$ cat config.mk
export PLATFORM = sky130hd
export DESIGN_NAME = uart_rx_frame
export DESIGN_NICKNAME = d
export VERILOG_FILES = /design/src/rtl/uart_pkg.sv /design/src/rtl/uart_rx_sync.sv /design/src/rtl/uart_rx_frame.sv
export SDC_FILE = /design/constraint.sdc
export NUM_CORES = 1
export LEC_CHECK = 0
export CORE_MARGIN = 2
export CORE_UTILIZATION = 54
export CTS_BUF_LIST = sky130_fd_sc_hd__clkbuf_4 sky130_fd_sc_hd__clkbuf_8
export DETAILED_ROUTE_END_ITERATION = 12
export GPL_ROUTABILITY_DRIVEN = 1
export PLACE_DENSITY = 0.95
export SLEW_MARGIN = 15
export SYNTH_ARGS = -nofsm -noshare
export SYNTH_HDL_FRONTEND = slang
export SYNTH_SLANG_ARGS = --single-unit
export TNS_END_PERCENT = 20
$ cat constraint.sdc
create_clock -name clk -period 2.55 [get_ports clk]
set_input_delay 0.51 -clock clk [delete_from_list [all_inputs] [get_ports clk]]
set_output_delay 0.51 -clock clk [all_outputs]
set_load 0.02 [all_outputs]
$ cat src/rtl/uart_pkg.sv
// Shared UART definitions used by the receiver, the baud generator and the transmitter.
//   DATA_BITS  data bits per frame
//   START_IDX  bit index of the start bit
//   STOP_IDX   bit index of the stop bit
//   END_IDX    bit index reported once the frame has ended
//   rx_state_e receiver frame FSM states
package uart_pkg;

  localparam int unsigned DATA_BITS = 8;

  localparam logic [3:0] START_IDX = 4'd0;
  localparam logic [3:0] STOP_IDX  = 4'd9;
  localparam logic [3:0] END_IDX   = 4'd10;

  typedef enum logic [1:0] {
    StIdle,
    StArm,
    StRecv,
    StFlush
  } rx_state_e;

endpackage

$ cat src/rtl/uart_rx_sync.sv
// Two-flop synchronizer for the asynchronous serial line plus falling-edge detect.
//   clk      in   system clock
//   rst      in   synchronous active-high reset; all flops reset to the idle level 1
//   rx       in   asynchronous serial line
//   rx_s     out  synchronized line
//   rx_fall  out  previous rx_s = 1 and current rx_s = 0
module uart_rx_sync (
  input  logic clk,
  input  logic rst,
  input  logic rx,
  output logic rx_s,
  output logic rx_fall
);

  logic meta_q;
  logic sync_q;
  logic prev_q;

  always_ff @(posedge clk) begin
    if (rst) begin
      meta_q <= 1'b1;
      sync_q <= 1'b1;
      prev_q <= 1'b1;
    end else begin
      meta_q <= rx;
      sync_q <= meta_q;
      prev_q <= sync_q;
    end
  end

  assign rx_s    = sync_q;
  assign rx_fall = prev_q & ~sync_q;

endmodule

$ cat src/rtl/uart_rx_frame.sv
// UART receive framer. Detects a start edge, asks the external baud generator to run a
// frame, samples the synchronized line on each mid-bit pulse and delivers the byte through
// a registered valid/ready holding register.
//   clk          in   system clock
//   rst          in   synchronous active-high reset
//   rx           in   asynchronous serial line, idle 1
//   baud_start   out  one-cycle request to start the baud generator
//   baud_busy    in   baud generator is running a frame
//   baud_mid     in   one-cycle pulse at the middle of each bit
//   baud_counte  in   bit index: 0 start, 1..8 data, 9 stop, 10 end
//   rx_data      out  received byte
//   rx_valid     out  rx_data holds an unread byte
//   rx_ready     in   consumer accepts rx_data
//   frame_err    out  one-cycle pulse when the stop bit samples 0
//   overrun_err  out  one-cycle pulse when a good byte is dropped
//   rx_busy      out  FSM is not idle
module uart_rx_frame #(
  parameter int unsigned DATA_BITS = uart_pkg::DATA_BITS
) (
  input  logic                 clk,
  input  logic                 rst,
  input  logic                 rx,
  output logic                 baud_start,
  input  logic                 baud_busy,
  input  logic                 baud_mid,
  input  logic [3:0]           baud_counte,
  output logic [DATA_BITS-1:0] rx_data,
  output logic                 rx_valid,
  input  logic                 rx_ready,
  output logic                 frame_err,
  output logic                 overrun_err,
  output logic                 rx_busy
);

  import uart_pkg::*;

  logic rx_s;
  logic rx_fall;

  uart_rx_sync u_sync (
    .clk     (clk),
    .rst     (rst),
    .rx      (rx),
    .rx_s    (rx_s),
    .rx_fall (rx_fall)
  );

  rx_state_e            state_q, state_d;
  logic                 pend_q, pend_d;
  logic [DATA_BITS-1:0] shift_q, shift_d;
  logic [DATA_BITS-1:0] data_q, data_d;
  logic                 valid_q, valid_d;
  logic                 ferr_q, ferr_d;
  logic                 ovr_q, ovr_d;
  logic                 deliver;

  always_comb begin
    state_d    = state_q;
    pend_d     = pend_q;
    shift_d    = shift_q;
    ferr_d     = 1'b0;
    deliver    = 1'b0;
    baud_start = 1'b0;
    unique case (state_q)
      StIdle: begin
        if (rx_fall || pend_q) begin
          state_d = StArm;
          pend_d  = 1'b0;
        end
      end
      StArm: begin
        baud_start = 1'b1;
        state_d    = StRecv;
      end
      StRecv: begin
        if (baud_mid) begin
          if (baud_counte == START_IDX) begin
            // Line back high at mid start bit: a glitch, not a frame.
            if (rx_s) state_d = StFlush;
          end else if (baud_counte < STOP_IDX) begin
            shift_d = {rx_s, shift_q[DATA_BITS-1:1]};
          end else if (baud_counte == STOP_IDX) begin
            deliver = rx_s;
            ferr_d  = ~rx_s;
            state_d = StFlush;
          end
        end
      end
      StFlush: begin
        // A start edge can arrive while the generator finishes the stop bit; remember it.
        if (rx_fall) pend_d = 1'b1;
        if (!baud_busy) state_d = StIdle;
      end
      default: state_d = StIdle;
    endcase
  end

  always_comb begin
    data_d  = data_q;
    valid_d = valid_q;
    ovr_d   = 1'b0;
    if (deliver) begin
      if (valid_q && !rx_ready) begin
        ovr_d = 1'b1;
      end else begin
        data_d  = shift_q;
        valid_d = 1'b1;
      end
    end else if (valid_q && rx_ready) begin
      valid_d = 1'b0;
    end
  end

  always_ff @(posedge clk) begin
    if (rst) begin
      state_q <= StIdle;
      pend_q  <= 1'b0;
      shift_q <= '0;
      data_q  <= '0;
      valid_q <= 1'b0;
      ferr_q  <= 1'b0;
      ovr_q   <= 1'b0;
    end else begin
      state_q <= state_d;
      pend_q  <= pend_d;
      shift_q <= shift_d;
      data_q  <= data_d;
      valid_q <= valid_d;
      ferr_q  <= ferr_d;
      ovr_q   <= ovr_d;
    end
  end

  assign rx_data     = data_q;
  assign rx_valid    = valid_q;
  assign frame_err   = ferr_q;
  assign overrun_err = ovr_q;
  assign rx_busy     = (state_q != StIdle);

endmodule

Word-level counts from Yosys, hierarchy flattened --
Index checks and enable logic that the tools add are counted.
Word-level totals: logic and storage cells 68, flip-flop bits (word level) 25, output and inout port bits 13, bits of input ports 10
Cells by class: equal/unequal tests 12, $lt $le $gt $ge 1, reductions and logical operators 16, bitwise logic cells 8, mux-type cells 21
Operator list (number):
- two-way mux 2 bit | 7
- two-way mux 1 bit | 12
- inequality test 2 bit (second input constant) | 5
- case mux 2 bit (4 select lines) | 1
- NOT 1 bit | 7
- inequality test 3 bit (second input constant) | 2
- AND reduction 6 bit | 1
- nonzero test 2 bit | 3
- OR reduction 6 bit | 1
- equality test 2 bit (second input constant) | 2
- equality test 4 bit (second input constant) | 1
- zero test 4 bit | 1
- < comparator 4 bit (second input constant) | 1
- AND reduction 2 bit | 2
- AND reduction 4 bit | 1
- inequality test 3 x 2 -> 1 bit (second input constant) | 1
- AND reduction 3 bit | 1
- equality test 2 x 1 -> 1 bit (second input constant) | 1
- logical AND 1 bit | 2
- zero test 2 bit | 1
- case mux 1 bit (2 select lines) | 1
- OR reduction 2 bit | 1
- AND 1 bit | 1
- zero test 1 bit | 1
- logical OR 1 bit | 1

Logic depth before layout (Yosys ltp) --
depth after elaboration 8, mapped depth 6, mapped depth without buffers 6

Modules after synthesis --
From an unflattened synthesis, not the netlist that was laid out.
Second synthesis, totals: cells, all modules 100, area total of the unflattened synthesis 1011.0 µm²
By module, submodules not included:
- uart_rx_frame | sequential area each 440.4 µm², cells an instance 93, instances 1, area each 925.9 µm²
- uart_rx_sync | sequential area each 60.1 µm², cells an instance 7, instances 1, area each 85.1 µm²

Worst setup path after synthesis --
No wires, ideal clock.
path type input-to-reg, start point input port baud_counte[2], end point register shift_q[1], stages on the path 4, data arrival time 1.427 ns, setup slack 0.996 ns, setup time 0.128 ns, data required time 2.422 ns, path buffers 0, cell sequence o31a_1 nor3_4 mux2i_1 nor2_1
On the way: longest elaborated chain between the ends 3, elaborated cells on any way between the ends 4, classes of those cells order compare: 1; bitwise: 1; reduce/logical: 2
Ends and longest elaborated chain:
- start: declaration | RTL line uart_rx_frame.sv:26 | input logic [3:0] baud_counte,
- branches (longest 2 deep; another with < comparator 4 bit)
- AND reduction 4 bit (no source line) (*)
- end signal: assignment | RTL line uart_rx_frame.sv:126 | shift_q <= shift_d;
- end: declaration | RTL line uart_rx_frame.sv:50 | logic [DATA_BITS-1:0] shift_q, shift_d;
Every way passes the cells marked *. A chain may end at the register's enable or synchronous reset.

Final worst setup path --
start point register state_q[0], end point output port rx_busy
On the way: longest elaborated chain between the ends 1
Ends and longest elaborated chain:
- start: declaration | RTL line uart_rx_frame.sv:48 | rx_state_e state_q, state_d;
- start signal: assignment | RTL line uart_rx_frame.sv:116 | state_q <= StIdle;
- start signal: assignment | RTL line uart_rx_frame.sv:124 | state_q <= state_d;
- nonzero test 2 bit | RTL line uart_rx_frame.sv:138 | assign rx_busy = (state_q != StIdle);
- end: declaration | RTL line uart_rx_frame.sv:32 | output logic rx_busy
Every way passes these cells.

==> run summary <==
Yosys reg bits: 25
Critical Path, Cell by Cell: inv_1, ha_1, inv_1, clkdlybuf4s50_1
XOR/XNOR Fraction of Synth Area: 0%
total negative slack: 0 ps
largest family of logic cells by synthesized area: simple AND/OR/NAND/NOR gates
largest net degree at the start of global routing: 21
TritonRoute pass-1 iters: 3
WS Path Type: register to output port
DRT iter0 DRCs: 9
Initial Util: 58.1%
Placement Rows: 15
RSZ-0062 raised after global routing: false
Post-DP Area: 1260 um^2
Worst Path Max Fanout: 4
H-tree depth: 1
Synth cell types: 24
worst setup path startpoint: state_q[0]
placed insts: 145
total I/O pin count: 23
core footprint: 1750 um^2
Hold Path Class: register to register
post-synthesis simple-gate area fraction: 19.9%
Final Hold Fails: 0
Finished Core Util: 73.8%
synth warn: 0
layout cells sized above 1: 8.06%
Adder-Cell Fraction of Synth Area: 6.17%
combinational share of power: 25.8%
Psw: 228 uW
crit end category: output port
Most common cell on crit path: inv_1
worst slew pin tran: 634 ps
final WL: 1780 um
fin cells: 149
Via density: 4.89
number of flops mapped to enable cells by yosys: 0
PortBufs: 22
Die H: 47.3 um
worst skew pair latency: 310 ps
post-layout minimum cycle time: 2170 ps
clock root buffer: clkbuf_4
routed len/inst: 12.0 um
vias in the first global route: 710
buffer count from post-CTS setup fixing: 0
setup violators final: 0
Sequential Power Share: 53.2%
Detail Route Antenna Nets: 0
Slowest-stage cell, CP: clkdlybuf4s50_1
Ant. Diodes: 0
ratio of final minimum period to clock period: 85.1%
area grow syn2layout: 27.2%
top_reg_cell synth: dfxtp_1
Clock Pin Slew Worst Setup and Hold Paths: 120 ps
first-pass GRT wire length: 2920 um
Synth Cell Area: 1010 um^2
compound-gate portion of the synthesized area: 5.56%
Crit path max-delay family: buffers and inverters
Data required, critical path: 2040 ps
f_max: 0.461 GHz
CTS tree: done
register-to-register setup slack: 750 ps
PD cells: 613 nW/um^2
# clock sinks: 25
CP startpoint kind: register
fillers: 131
internal power: 562 uW
CTS Hold Bufs: 0
Final HPWL DP: 1350 um
CTS Buf Count: 3
Gate Count Post-Synth: 100
post-synthesis net count: 115
Leak: 0.521 nW
Worst path max stage delay: 600 ps
die area: 2240 um^2
Slew HR: 57.6%
CTS resizes: 0
initial antenna violation count: 0
Layout Skew: 12.0 ps
Net Sw Frac: 28.8%
GR Util All Layers: 18.3%
Worst EP arrival: 1660 ps
final net count: 140
Async SR Flop Fraction: 0%
status: finished clean
gr ovfl total: 0
Final Wtd Congestion: 0.754
peak supply drop: 0.577 mV
Avg Cell Area, Syn: 10.1 um^2
Final Max Slew Viols: 0
mux cell area share after synthesis: 16.8%
max-cap violations: 0
Die X: 47.3 um
beginning of the worst register-to-register path: state_q[0]
CP Buf/Inv Count: 3
Remaining DRCs: 0
routed vias: 728
Clock Power Share: 21.1%
Min-Delay Startpoint: u_sync.meta_q
Design Area, Final: 1290 um^2
number of buffers on the longest clock path: 2
sequential fraction of the synthesis area: 49.4%
-- power groups by stage --
stage / logic [mW] / clock network (mW) / registers, mW
after floorplan: 0.137 / 0 / 0.425
after global placement: 0.197 / 0 / 0.427
after detailed placement: 0.204 / 0 / 0.428
after CTS: 0.205 / 0.171 / 0.420
after global routing: 0.228 / 0.181 / 0.423
final: 0.204 / 0.166 / 0.420
-- state kept, by name (all words and copies together) (netlist names) --
| register | flops |
|---|---|
| pend_q | 1 |
| frame_err | 1 |
| state_q | 2 |
| u_sync.meta_q | 1 |
| u_sync.rx_s | 1 |
| u_sync.prev_q | 1 |
| shift_q | 8 |
| rx_valid | 1 |
| overrun_err | 1 |
| rx_data | 8 |
-- Yosys cell counts, types with 2 or more instances --
master | instances | area, um^2
mux2i_1 | 17 | 170
nor2_1 | 18 | 67.6
ha_1 | 5 | 62.6
nand2b_1 | 3 | 18.8
or2_2 | 3 | 18.8
dfxtp_1 | 25 | 500
clkbuf_1 | 3 | 11.3
nor3_1 | 2 | 10.0
a21oi_1 | 2 | 10.0
inv_1 | 3 | 11.3
nand2_1 | 6 | 22.5
-- final cells by class --
cell class | instances | area, um^2 | share of cell area [%]
multi-input cells | 69 | 490 | 38.1
inverters | 3 | 11.3 | 0.874
repair buffers | 23 | 228 | 17.7
well taps | 25 | 31.3 | 2.43
clock inverters | 1 | 5.00 | 0.388
clock buffers | 3 | 22.5 | 1.75
flip-flops and latches | 25 | 500 | 38.8
-- cell usage in the layout, fill, tap and decap left out, types with 2 or more instances in the layout --
cell type | netlist | final
inv_1 | 3 | 3
a21oi_1 | 2 | 2
ha_1 | 5 | 5
dfxtp_1 | 25 | 25
clkbuf_4 | 0 | 3
clkdlybuf4s50_1 | 0 | 22
nor3_1 | 2 | 2
nor2_1 | 18 | 18
nand2_1 | 6 | 6
nand2b_1 | 3 | 3
or2_2 | 3 | 3
mux2i_1 | 17 | 17
-- worst paths after layout --
check,endpoint,depth (start not counted)
hold / removal,u_sync.rx_s,1
setup reg to reg,rx_data[4],6
setup / recovery,rx_busy,4
hold reg to reg,u_sync.rx_s,1
-- logic make-up after synthesis --
logic type                 Yosys count
muxes                               17
AOI/OAI and AO/OA                    8
and+or+nand+nor                     39
adders and majority gates            5
buffers and inverters                6
DFF                                 25
-- metal layers --
layer | vias to the layer above | global-route usage (%) | wire length [um]
met2 | 12 | 31.4 | 829
met3 | 2 | 3.46 | 75
met1 | 327 | 23.3 | 864
met4 | 0 | 5.00 | 14
met5 | - | 0 | 0
li1 | 387 | - | -
-- per-stage QoR --
| stage | worst slack (ps) | power, mW | hold slack, ps |
|---|---|---|---|
| CTS | 367 | 0.796 | 434 |
| finish | 381 | 0.790 | 433 |
| global route | 276 | 0.832 | 462 |
| floorplan | 996 | 0.563 | 389 |
| global placement | 459 | 0.624 | 394 |
| detailed placement | 364 | 0.633 | 402 |
Note: power is estimated with default switching activity, not from simulation.
